`src/rtl/symbol_deserializer.sv`:
```
// symbol_deserializer
// Recovers 8-bit words from a UART-like serial stream (start 0, eight data
// bits MSB first, stop 1) whose bit period is a programmable number of clk
// cycles. Good words are classified against three known patterns and counted.
module symbol_deserializer #(
    parameter int unsigned CYC_W          = 24,
    parameter logic [7:0]  PAT0           = 8'hCC,
    parameter logic [7:0]  PAT1           = 8'hAA,
    parameter logic [7:0]  PAT2           = 8'h33,
    // Reset value of the good-frame counter; leave at 0 for normal use.
    parameter logic [15:0] FRAME_CNT_INIT = 16'h0000
) (
    input  logic             clk,
    input  logic             rst,
    input  logic             d_in,
    input  logic [CYC_W-1:0] symbol_clk_cycles,
    output logic [7:0]       data_out,
    output logic             data_valid,
    output logic [1:0]       ch_id,
    output logic             frame_err,
    output logic [15:0]      frame_cnt
);

    typedef enum logic [1:0] {
        IDLE  = 2'd0,
        START = 2'd1,
        DATA  = 2'd2,
        STOP  = 2'd3
    } state_t;

    localparam logic [CYC_W-1:0] N_MIN = CYC_W'(2);
    localparam logic [CYC_W-1:0] ONE   = CYC_W'(1);

    state_t state;
    state_t state_next;

    // Synchronizer stages; s is the only view of the line used by the FSM.
    logic sync1;
    logic s;
    logic s_prev;

    logic [CYC_W-1:0] n_eff;
    logic [CYC_W-1:0] half;
    logic [CYC_W-1:0] cnt;
    logic [CYC_W-1:0] target;
    logic [2:0]       bit_idx;
    logic [7:0]       shreg;

    logic fall;
    logic tick;
    logic start_det;
    logic start_ok;
    logic bit_take;
    logic stop_good;
    logic stop_bad;

    // A period below two cycles would put the mid-bit sample on the edge.
    function automatic logic [CYC_W-1:0] clamp_period(input logic [CYC_W-1:0] n);
        return (n < N_MIN) ? N_MIN : n;
    endfunction

    function automatic logic [1:0] classify(input logic [7:0] w);
        if (w == PAT0) return 2'd0;
        if (w == PAT1) return 2'd1;
        if (w == PAT2) return 2'd2;
        return 2'd3;
    endfunction

    assign fall   = s_prev & ~s;
    assign half   = n_eff >> 1;
    // START waits half a period to land mid-bit; later bits are one period apart.
    assign target = (state == START) ? half : n_eff;
    assign tick   = (cnt == target);

    // Two-flop synchronizer plus the previous-sample flop for edge detection.
    always_ff @(posedge clk or posedge rst) begin
        if (rst) begin
            sync1  <= 1'b1;
            s      <= 1'b1;
            s_prev <= 1'b1;
        end else begin
            sync1  <= d_in;
            s      <= sync1;
            s_prev <= s;
        end
    end

    // FSM state register.
    always_ff @(posedge clk or posedge rst) begin
        if (rst) begin
            state <= IDLE;
        end else begin
            state <= state_next;
        end
    end

    // Next-state logic and per-cycle sampling strobes.
    always_comb begin
        state_next = state;
        start_det  = 1'b0;
        start_ok   = 1'b0;
        bit_take   = 1'b0;
        stop_good  = 1'b0;
        stop_bad   = 1'b0;
        case (state)
            IDLE: begin
                if (fall) begin
                    start_det  = 1'b1;
                    state_next = START;
                end
            end
            START: begin
                if (tick) begin
                    if (s) begin
                        // Line went back high: glitch, not a start bit.
                        state_next = IDLE;
                    end else begin
                        start_ok   = 1'b1;
                        state_next = DATA;
                    end
                end
            end
            DATA: begin
                if (tick) begin
                    bit_take = 1'b1;
                    if (bit_idx == 3'd7) begin
                        state_next = STOP;
                    end
                end
            end
            STOP: begin
                if (tick) begin
                    stop_good  = s;
                    stop_bad   = ~s;
                    state_next = IDLE;
                end
            end
            default: state_next = IDLE;
        endcase
    end

    // Symbol-period counter; the period is frozen at start detection.
    always_ff @(posedge clk or posedge rst) begin
        if (rst) begin
            cnt   <= '0;
            n_eff <= N_MIN;
        end else if (start_det) begin
            cnt   <= ONE;
            n_eff <= clamp_period(symbol_clk_cycles);
        end else if (state != IDLE) begin
            cnt <= tick ? ONE : cnt + ONE;
        end else begin
            cnt <= '0;
        end
    end

    // Data-bit shifter, MSB arrives first.
    always_ff @(posedge clk or posedge rst) begin
        if (rst) begin
            bit_idx <= 3'd0;
            shreg   <= 8'h00;
        end else if (start_ok) begin
            bit_idx <= 3'd0;
        end else if (bit_take) begin
            bit_idx <= bit_idx + 3'd1;
            shreg   <= {shreg[6:0], s};
        end
    end

    // Result registers: publish a good word or flag a framing error.
    always_ff @(posedge clk or posedge rst) begin
        if (rst) begin
            data_out   <= 8'h00;
            ch_id      <= 2'd3;
            data_valid <= 1'b0;
            frame_err  <= 1'b0;
            frame_cnt  <= FRAME_CNT_INIT;
        end else begin
            data_valid <= stop_good;
            frame_err  <= stop_bad;
            if (stop_good) begin
                data_out  <= shreg;
                ch_id     <= classify(shreg);
                frame_cnt <= frame_cnt + 16'd1;
            end
        end
    end

endmodule

```
`config.mk`:
```
export PLATFORM = sky130hd
export DESIGN_NAME = symbol_deserializer
export DESIGN_NICKNAME = d
export VERILOG_FILES = /design/src/rtl/symbol_deserializer.sv
export SDC_FILE = /design/constraint.sdc
export NUM_CORES = 1
export LEC_CHECK = 0
export ABC_AREA = 1
export CORE_UTILIZATION = 40
export DETAILED_ROUTE_END_ITERATION = 8
export MAX_ROUTING_LAYER = met4
export PLACE_DENSITY = 0.57
export SYNTH_ARGS = -nofsm -noshare
export SYNTH_HDL_FRONTEND = slang
export SYNTH_SLANG_ARGS = --single-unit
```
`constraint.sdc`:
```
create_clock -name clk -period 3.8 [get_ports clk]
set_input_delay 0.38 -clock clk [delete_from_list [all_inputs] [get_ports clk]]
set_output_delay 0.38 -clock clk [all_outputs]
set_load 0.005 [all_outputs]
```
Word-level counts from Yosys, hierarchy flattened
Cells that the tools add are included.
- add/sub/neg operators: 3
- $lt $le $gt $ge: 1
- equality and inequality tests: 13
- muxes and demuxes: 40
- bitwise operators: 3
- reduce and logical (&&, ||, !) cells: 5
- operator list (kind ; number):
    two-way mux 24 bit ; 5
    adder 24 x 1 -> 24 bit (second input constant) ; 1
    == test 24 bit ; 1
    less-than comparator 24 x 2 -> 1 bit (second input constant) ; 1
    two-way mux 2 bit ; 12
    two-way mux 1 bit ; 20
    adder 16 x 1 -> 16 bit (second input constant) ; 1
    == test 8 bit (second input constant) ; 2
    inequality test 2 bit (second input constant) ; 5
    == test 8 x 6 -> 1 bit (second input constant) ; 1
    case mux 2 bit (4 select lines) ; 1
    two-way mux 3 bit ; 2
    AND reduction 5 bit ; 1
    == test 2 bit (second input constant) ; 2
    nonzero test 2 bit ; 2
    adder 3 x 1 -> 3 bit (second input constant) ; 1
    == test 3 bit (second input constant) ; 1
    == test 2 x 1 -> 1 bit (second input constant) ; 1
    logical NOT 2 bit ; 1
    NOT 1 bit ; 2
    AND reduction 2 bit ; 1
    AND 1 bit ; 1
- register bits after elaboration: 92
- input port bits: 27
- word-level logic and storage cells: 78

Logic depth before layout (Yosys ltp)
Gate-level depths: netlist of the first run.
- word-level depth: 14
- gate-level depth with buffers: 17
- depth with buffers taken out: 15

Worst setup path after synthesis of the first run
No wires, ideal clock.
- kind: flip-flop to flip-flop
- start: reg (tool-made name)
- end: reg frame_cnt[0]
- setup time: 0.127 ns
- arrival: 1.851 ns
- data required time: 3.673 ns
- path slack: 1.822 ns
- stages on the path, launching flop included: 15
- clock period less this slack: 1.978 ns
- cell sequence: dfrtp_1 > inv_2 > buf_6 > buf_2 > nand3_1 > nand3_1 > nand2_1 > nor2_1 > nand2_1 > nor2_2 > nand3_4 > clkinv_4 > nand2_4 > buf_2 > xor2_1
- RTL lines (item ; line ; RTL):
    end signal, assigned ; 184 ; frame_cnt <= frame_cnt + 16'd1;
    end, declared ; 21 ; output logic [15:0] frame_cnt

==> results of run 1 <==
==> registers in the layout, summed over array words and instances, names as in the netlist, named ones only <==
register / count
n_eff: 24
frame_err: 1
data_valid: 1
bit_idx: 3
s: 1
state: 1
data_out: 8
s_prev: 1
cnt: 24
shreg: 8
frame_cnt: 16
sync1: 1
ch_id: 2
==> worst max-delay path by stage <==
| stage | from | endpoint | slack (ps) | cells after the start |
|---|---|---|---|---|
| floorplan | rst | async pin | 1040 | 1 |
| finish | flop | frame_cnt[10] | 920 | 16 |
| detailed placement | flop | frame_cnt[11] | 980 | 16 |
| global placement | flop | frame_cnt[9] | 1050 | 16 |
| CTS | flop | frame_cnt[10] | 960 | 16 |
| global route | flop | frame_cnt[13] | 630 | 15 |
==> kinds of logic after synthesis <==
kind of cell / Yosys count
AOI/OAI and AO/OA: 60
and+or+nand+nor: 422
adders and majority gates: 4
xor gates and xnor gates: 18
DFF: 92
buffers and inverters: 124
==> Yosys cell counts <==
master,number,area (sq um)
a31o_2,1,8.76
dfstp_2,6,158
nor2_1,40,150
inv_2,2,7.51
buf_6,4,45.0
dfrtp_1,86,2150
xnor2_1,9,78.8
nor3_1,23,115
nand2_4,2,22.5
nand3_4,1,17.5
o21ai_0,28,140
buf_2,10,50.1
clkinv_4,1,8.76
buf_4,2,15.0
nand3_1,94,470
a21oi_1,8,40.0
nand2_1,234,878
nand2_2,1,6.26
clkbuf_1,6,22.5
inv_1,99,372
nor2_2,3,18.8
or2_2,1,6.26
xor2_1,9,78.8
o21ai_1,21,105
o211ai_1,1,7.51
nand4_1,12,75.1
nand3b_1,5,37.5
ha_1,4,50.1
nor4_1,6,37.5
a41o_1,1,10.0
==> cell type report <==
| cell class | instances | area [sq um] | area share (%) |
|---|---|---|---|
| clock inverters | 5 | 36.3 | 0.592 |
| inverters | 102 | 389 | 6.35 |
| multi-input cells | 504 | 2350 | 38.4 |
| repair buffers | 59 | 578 | 9.44 |
| flip-flops and latches | 92 | 2310 | 37.7 |
| well taps | 172 | 215 | 3.51 |
| clock buffers | 11 | 243 | 3.96 |
==> worst max-delay path: stages, from the launching register on <==
cell and delay [ps]:
dfrtp_1 440, inv_2 390, nand2_1 100, buf_4 260, nand2_1 140, nand2_1 60, nand2_1 50, nand2_1 50
nor2_1 80, nand2_1 80, nor2_2 150, nand3_4 150, clkinv_4 130, nand2_4 250, inv_2 280, nand2_1 80
nand2_1 70
==> power breakdown <==
part	internal (uW)	leakage, uW	switching (uW)
clock network	464	0.000140	390
logic	354	0.00169	605
registers	1140	0.00121	191
total	1960	0.00305	1190
==> routing by layer <==
layer  global-route usage [%]  part of all wire, %  wire length [um]
met1                     34.9                   55              7290
met2                     29.8                   40              5370
met3                     3.03                  3.9               524
met4                     8.29                  1.4               183
met5                        -                    0                 0
==> through the flow <==
stage | area (sq um) | hold slack [ps] | utilization [%]
after floorplan | 5180 | 345 | -
after global placement | 5850 | 355 | 46.3
after detailed placement | 5850 | 355 | 46.3
after CTS | 6130 | 363 | 48.5
after global routing | 6130 | 364 | 48.5
final | 6130 | 359 | 48.5
==> results.tsv, run 1 <==
metric	value	unit
status	completed	
Finished Layout Cells	945	
final setup vio count	0	
Critical Path Sink Type	flop	
DR iter-0 viols	447	
most common cell after layout, fill and taps aside	nand2_1	
GP Congestion	0.878	
DIE AREA	13400	sq um
core area	12600	sq um
r2r endpoint	frame_cnt[10]	
Worst-Skew Late Latency	360	ps
Ports	55	
Final ANT Viol Nets	0	
Max Buffers Root-to-Sink	2	
Slew @ Worst Pin	940	ps
worst path arrival time	3170	ps
Clock Skew	11.9	ps
DRC Markers	0	
root buffer cell	clkbuf_16	
Die Height	116	um
post-synthesis register bit count	92	
CTS resizes	0	
H-tree levels	3	
Post-CTS Setup Bufs	0	
main combinational cell family by area after synthesis	simple AND/OR/NAND/NOR gates	
setup ws final	919	ps
Startpoint Class	flop	
post-DP HPWL	10100	um
port bufs	54	
largest net degree at the start of global routing	55	
Max Clk Rate	347	MHz
CTS Buf Count	9	
Placed Cells	929	
clk sink count	92	
Final Max Tran Viols	0	
xor and xnor area share after synthesis	3.04	%
# hold bufs at CTS	0	
first drt pass iteration count	5	
Synth Instances	720	
RSZ-0062 raised after global routing	no	
YS warnings	0	
fin crit share	75.8	%
Vias/cell	4.94	
Syn Nets	751	
drt wl/cell	14.1	um
via count	4664	
Seq/Total Area, Yosys	44.5	%
std cell rows	41	
Diodes inserted	0	
vias in the first global route	4356	
Die W	116	um
WP data required	4090	ps
fill count	1290	
Final Net Count	799	
synthesized area per cell	7.20	sq um
share of cells above drive strength 1	5.05	%
PwrDens	513	nW/um^2
final hold violation count	0	
distinct cell type count after synthesis	30	
drt total wl	13400	um
hold depth	0	
FF-to-FF setup slack	920	ps
commonest non-fill, non-tap cells in the layout	234 x nand2_1, 98 x inv_1, 94 x nand3_1, 86 x dfrtp_1, 54 x clkdlybuf4s50_1	
setup TNS	0	ps
Max Fanout on Critical Path	41	
final critical-path required period	2880	ps
mux share of post-synthesis cell area	0	%
Mapped Area	5180	sq um
crit path kind	flop to flop	
Worst slew margin	37.4	%
R2R cell count	16	
initial core utilization	41.1	%
Max Cap Viol	0	
GRT overflow	0	
post-synthesis simple-gate area fraction	35.4	%
synth-to-layout area growth	18.1	%
Min-Delay Startpoint	sync1	
Hold WC Path Type	flop to flop	
clock slew at reported path FFs	70	ps
Compound-Gate Fraction of Synth Area	6.01	%
first-pass GRT wire length	22400	um
Pleak	0.00305	uW
hold path endpoint	s	
initial antenna violation count	0	
pre-CTS setup slack	977	ps
Synth Area in Adders	0.965	%
All-Layer GR Usage	22.7	%
maximum vdd drop	302	uV
Tot Pwr	3140	uW
CTS tree	built	
Power figures use the tool's default switching activity.
==> run 2: changes to the inputs <==
--- a/config.mk
+++ b/config.mk
@@ -9,7 +9,7 @@
 export CORE_UTILIZATION = 40
 export DETAILED_ROUTE_END_ITERATION = 8
 export MAX_ROUTING_LAYER = met4
-export PLACE_DENSITY = 0.57
+export PLACE_DENSITY = 0.59
 export SYNTH_ARGS = -nofsm -noshare
 export SYNTH_HDL_FRONTEND = slang
 export SYNTH_SLANG_ARGS = --single-unit
==> constraint.sdc (replaced) <==
create_clock -name clk -period 2.56 [get_ports clk]
set_input_delay 0.256 -clock clk [delete_from_list [all_inputs] [get_ports clk]]
set_output_delay 0.256 -clock clk [all_outputs]
set_load 0.005 [all_outputs]
==> results.tsv, run 2 (synthesized netlist as in run 1, its figures left out) <==
metric	value	unit	change
Finished Layout Cells	952		+0.74%
met1 usage	33.2	%	-1.7 points
Hold WC Path Type	input pin to async pin		
commonest non-fill, non-tap cells in the layout	234 x nand2_1, 97 x inv_1, 94 x nand3_1, 84 x dfrtp_1, 54 x clkdlybuf4s50_1		
Max Clk Rate	439	MHz	+27%
RSZ-0062 raised after global routing	no		
synth-to-layout area growth	21.6	%	
via count	4788		+2.7%
final hold violation count	0		unchanged
largest net degree at the start of global routing	79		+44%
CTS Buf Count	9		unchanged
r2r endpoint	cnt[4]		
PwrDens	786	nW/um^2	+53%
Placed Cells	933		+0.43%
Most Crowded Layer GR	met1		
Startpoint Class	flop		
Die W	116	um	unchanged
drt wl/cell	14.3	um	+1.4%
GRT overflow	0		unchanged
Vias/cell	5.03		+1.9%
All-Layer GR Usage	22.2	%	-0.47 points
Final Max Tran Viols	0		unchanged
Worst slew margin	70.6	%	+33 points
final setup vio count	0		unchanged
post-DP HPWL	10000	um	-0.73%
vias in the first global route	4315		-0.94%
drt total wl	13700	um	+2.1%
final critical-path required period	2280	ps	-606 ps
Ports	55		unchanged
Max Cap Viol	0		unchanged
Pleak	0.00310	uW	+1.6%
setup ws final	284	ps	-634 ps
first-pass GRT wire length	21900	um	-2.3%
H-tree levels	3		unchanged
crit path kind	flop to flop		
CP most frequent cell	nand2_1		
maximum vdd drop	617	uV	+100%
Max Buffers Root-to-Sink	2		unchanged
Diodes inserted	0		unchanged
initial core utilization	41.1	%	unchanged
Clock Skew	6.79	ps	-5.14 ps
std cell rows	41		unchanged
Slew @ Worst Pin	440	ps	-499 ps
R2R cell count	16		unchanged
CP max stage delay	450	ps	about the same
pre-CTS setup slack	213	ps	-763 ps
fin crit share	88.9	%	+13 points
setup TNS	0	ps	unchanged
Die Height	116	um	unchanged
Largest regs	cnt: 24 flops, n_eff: 24 flops, frame_cnt: 16 flops		
core area	12600	sq um	unchanged
CP max stage cell	dfrtp_2		
initial antenna violation count	0		unchanged
DR iter-0 viols	509		+14%
Worst-Skew Late Latency	350	ps	about the same
WP data required	2810	ps	-1280 ps
Critical Path Sink Type	flop		
Final ANT Viol Nets	0		unchanged
first drt pass iteration count	5		unchanged
clock slew at reported path FFs	70	ps	about the same
CP Cell Sequence	inv_2, nand2_1, buf_12, nand2_1, nand2_1, nand2_1, nand2_1, nor2_1, nand2_1, nor2_2, nand3_4, buf_4, nand2_4, clkinvlp_4, nand3b_1, inv_1		
Max Fanout on Critical Path	31		-24%
DIE AREA	13400	sq um	unchanged
status	completed		
worst path arrival time	2530	ps	-640 ps
met3 GRT Util	5.13	%	+2.1 points
FF-to-FF setup slack	280	ps	-630 ps
share of cells above drive strength 1	6.54	%	+1.5 points
port bufs	54		unchanged
DRC Markers	0		unchanged
Final Net Count	806		+0.88%
GP Congestion	0.926		+5.4%
met2 Usage GRT	29.8	%	-0.040 points
clk sink count	92		unchanged
most common cell after layout, fill and taps aside	nand2_1		
root buffer cell	clkbuf_16		
CTS tree	built		
[run 2: repair_timing]
| action | in CTS | in global routing |
|---|---|---|
| setup buffers | 0 | 1 |
| hold buffers | 0 | 0 |
| gates resized for setup | 0 | 7 |
| endpoints found under the setup margin | 0 | 30 |
[run 2: per-layer routing]
layer / vias to the layer above / routed length [um]
met1: 2217 / 6830
met5: - / 0
li1: 2401 / -
met2: 157 / 5800
met4: 0 / 154
met3: 13 / 866
[run 2: critical path: cells and delay by family (launching register included)]
family,cells,cell delay (ps)
buffers and inverters,5,680
DFF,1,450
and+or+nand+nor,11,1020
[run 2: area by class of cell]
| type | count | area [sq um] |
|---|---|---|
| tap | 172 | 215 |
| clock buffer | 10 | 239 |
| fill | 1261 | 6310 |
| timing repair inverter | 1 | 7.51 |
| timing repair buffer | 65 | 691 |
| inverter | 102 | 395 |
| multi-input combinational | 504 | 2370 |
| clock inverter | 6 | 73.8 |
| sequential | 92 | 2310 |
[run 2: worst max path at each step]
stage / depth (start not counted) / start / endpoint / slack, ps
finish: 16 / flop / cnt[4] / 280
global route: 15 / state[0] / cnt[7] / 60
CTS: 15 / state[0] / data_out[7] / 200
detailed placement: 15 / state[0] / data_out[5] / 210
global placement: 15 / state[0] / data_out[6] / 200
floorplan: 14 / flop / frame_cnt[0] / 580
[run 2: metrics by stage]
stage	hold slack (ps)	utilization, %	total power (uW)	area (sq um)
5_1_grt	254	50.0	5330	6300
3_3_place_gp	351	47.0	3450	5930
2_1_floorplan	260	-	3010	5190
3_5_place_dp	350	47.0	3470	5930
6_report	235	50.0	4960	6300
4_1_cts	230	49.5	4900	6240
[run 2: where the power goes]
part,switching (uW),internal (uW)
combinational,965,618
sequential,270,1690
clock,610,801
total,1850,3110
==> run 3: changes to the inputs <==
--- a/config.mk
+++ b/config.mk
@@ -6,10 +6,11 @@
 export NUM_CORES = 1
 export LEC_CHECK = 0
 export ABC_AREA = 1
-export CORE_UTILIZATION = 40
+export CORE_ASPECT_RATIO = 0.6
+export CORE_UTILIZATION = 52
 export DETAILED_ROUTE_END_ITERATION = 8
 export MAX_ROUTING_LAYER = met4
-export PLACE_DENSITY = 0.59
+export PLACE_DENSITY = 0.74
 export SYNTH_ARGS = -nofsm -noshare
 export SYNTH_HDL_FRONTEND = slang
 export SYNTH_SLANG_ARGS = --single-unit
==> results.tsv, run 3 (synthesized netlist as in run 1, its figures left out) <==
metric	value	unit	change
Tot Pwr	5010	uW	+1.1%
root buffer cell	clkbuf_16		
via count	4925		+2.9%
commonest non-fill, non-tap cells in the layout	234 x nand2_1, 97 x inv_1, 94 x nand3_1, 85 x dfrtp_1, 54 x clkdlybuf4s50_1		
most common cell after layout, fill and taps aside	nand2_1		
std cell rows	27		-34%
CP most frequent cell	nand2_1		
vias in the first global route	4284		-0.72%
Finished Layout Cells	913		-4.1%
Max Fanout on Critical Path	31		unchanged
maximum vdd drop	468	uV	-24%
GRT overflow	0		unchanged
Worst slew margin	68.4	%	-2.3 points
drt wl/cell	15.0	um	+4.5%
CP max stage delay	430	ps	-20 ps
setup TNS	0	ps	unchanged
final critical-path required period	2330	ps	+49.6 ps
Vias/cell	5.39		+7.3%
All-Layer GR Usage	29.3	%	+7.1 points
fill count	798		-37%
CP Cell Sequence	inv_4, nand2_1, buf_12, nand2_1, nand2_1, nand2_1, nand2_1, nor2_2, nand2_1, nor2_2, nand3_4, buf_4, nand2_4, clkinvlp_4, nand3b_1, inv_1		
Max Clk Rate	430	MHz	-2.1%
WP data required	2800	ps	about the same
Largest regs	cnt: 24 flops, n_eff: 24 flops, frame_cnt: 16 flops		
RSZ-0062 raised after global routing	no		
clock slew at reported path FFs	70	ps	about the same
Diodes inserted	0		unchanged
clk sink count	92		unchanged
CP max stage cell	dfrtp_2		
port bufs	54		unchanged
Clock Skew	8.18	ps	+1.39 ps
Final Net Count	809		+0.37%
initial core utilization	55.0	%	+14 points
share of cells above drive strength 1	6.90	%	+0.36 points
DR iter-0 viols	629		+24%
final hold violation count	0		unchanged
Largest delay share family, worst path	simple AND/OR/NAND/NOR gates		
PwrDens	801	nW/um^2	+1.9%
Max Buffers Root-to-Sink	2		unchanged
GP Congestion	0.951		+2.7%
drt total wl	13700	um	+0.22%
Die Height	79.3	um	-32%
worst path arrival time	2570	ps	+40 ps
Ports	55		unchanged
Final ANT Viol Nets	0		unchanged
CP bufs+invs	5		unchanged
first drt pass iteration count	5		unchanged
Critical Path Sink Type	flop		
Startpoint Class	flop		
post-DP HPWL	10400	um	+3.8%
Max Cap Viol	0		unchanged
Hold WC Path Type	input pin to flop		
CTS tree	built		
Slew @ Worst Pin	470	ps	+29.5 ps
fin crit share	90.8	%	+1.9 points
DIE AREA	10400	sq um	-23%
first-pass GRT wire length	22200	um	+1.5%
Post-Layout Inst Area	6250	sq um	-0.79%
H-tree levels	3		unchanged
Pleak	0.00309	uW	-0.10%
Placed Cells	895		-4.1%
Worst-Skew Late Latency	340	ps	about the same
final setup vio count	0		unchanged
core area	9430	sq um	-25%
Die W	131	um	+13%
DRC Markers	0		unchanged
CTS Buf Count	9		unchanged
status	completed		
Final Max Tran Viols	0		unchanged
largest net degree at the start of global routing	93		+18%
initial antenna violation count	0		unchanged
crit path kind	flop to flop		
synth-to-layout area growth	20.6	%	
placed inst area	5880	sq um	-0.80%
hold slack	319	ps	+84.0 ps
run 3: cell count changes in the layout (fill, tap and decap cells not counted), sizes merged:
cell	previous run	this run
clkbuf	11	9
clkinvlp	3	4
buf	10	14
bufinv	1	2
inv	104	102
clkinv	1	2
run 3: path summary, 6_finish.rpt:
kind / from / end / slack [ps] / cells after the start
worst max-delay path: flop / cnt[4] / 230 / 16
max in group asynchronous: rst / data_valid / 1800 / 3
worst min-delay path: d_in / sync1 / 320 / 1
min in group asynchronous: rst / shreg[7] / 380 / 3
worst min register to register: sync1 / s / 360 / 0
worst max register to register: flop / cnt[4] / 230 / 16
run 3: stage by stage:
stage,worst slack (ps),utilization (%)
global route,16.6,66.4
detailed placement,127,62.4
finish,235,66.4
floorplan,582,-
CTS,113,65.9
global placement,181,62.4
run 3: final cells by class:
cell class	count	area [sq um]	share of cell area [%]
clock inverter	7	105	1.68
sequential	92	2310	36.9
inverter	102	399	6.38
multi-input combinational	504	2370	37.9
timing repair inverter	1	7.51	0.120
clock buffer	9	225	3.60
timing repair buffer	68	671	10.7
tap	130	163	2.60
run 3: timing repair:
action	in CTS	in global routing
endpoints found under the hold margin	0	0
setup buffers	0	1
hold buffers	0	0
endpoints found under the setup margin	0	34
resized for setup	0	9
run 3: routing by layer:
layer | vias to the layer above | GRT usage [%] | wire [um]
li1 | 2406 | - | -
met1 | 2292 | 48.4 | 6990
met2 | 216 | 35.3 | 5080
met3 | 11 | 6.00 | 1500
met4 | 0 | 5.86 | 106
met5 | - | - | 0
run 3: power by group:
part	total [uW]	switching (uW)	internal (uW)
clock	1480	608	873
sequential	1970	275	1690
combinational	1570	974	592
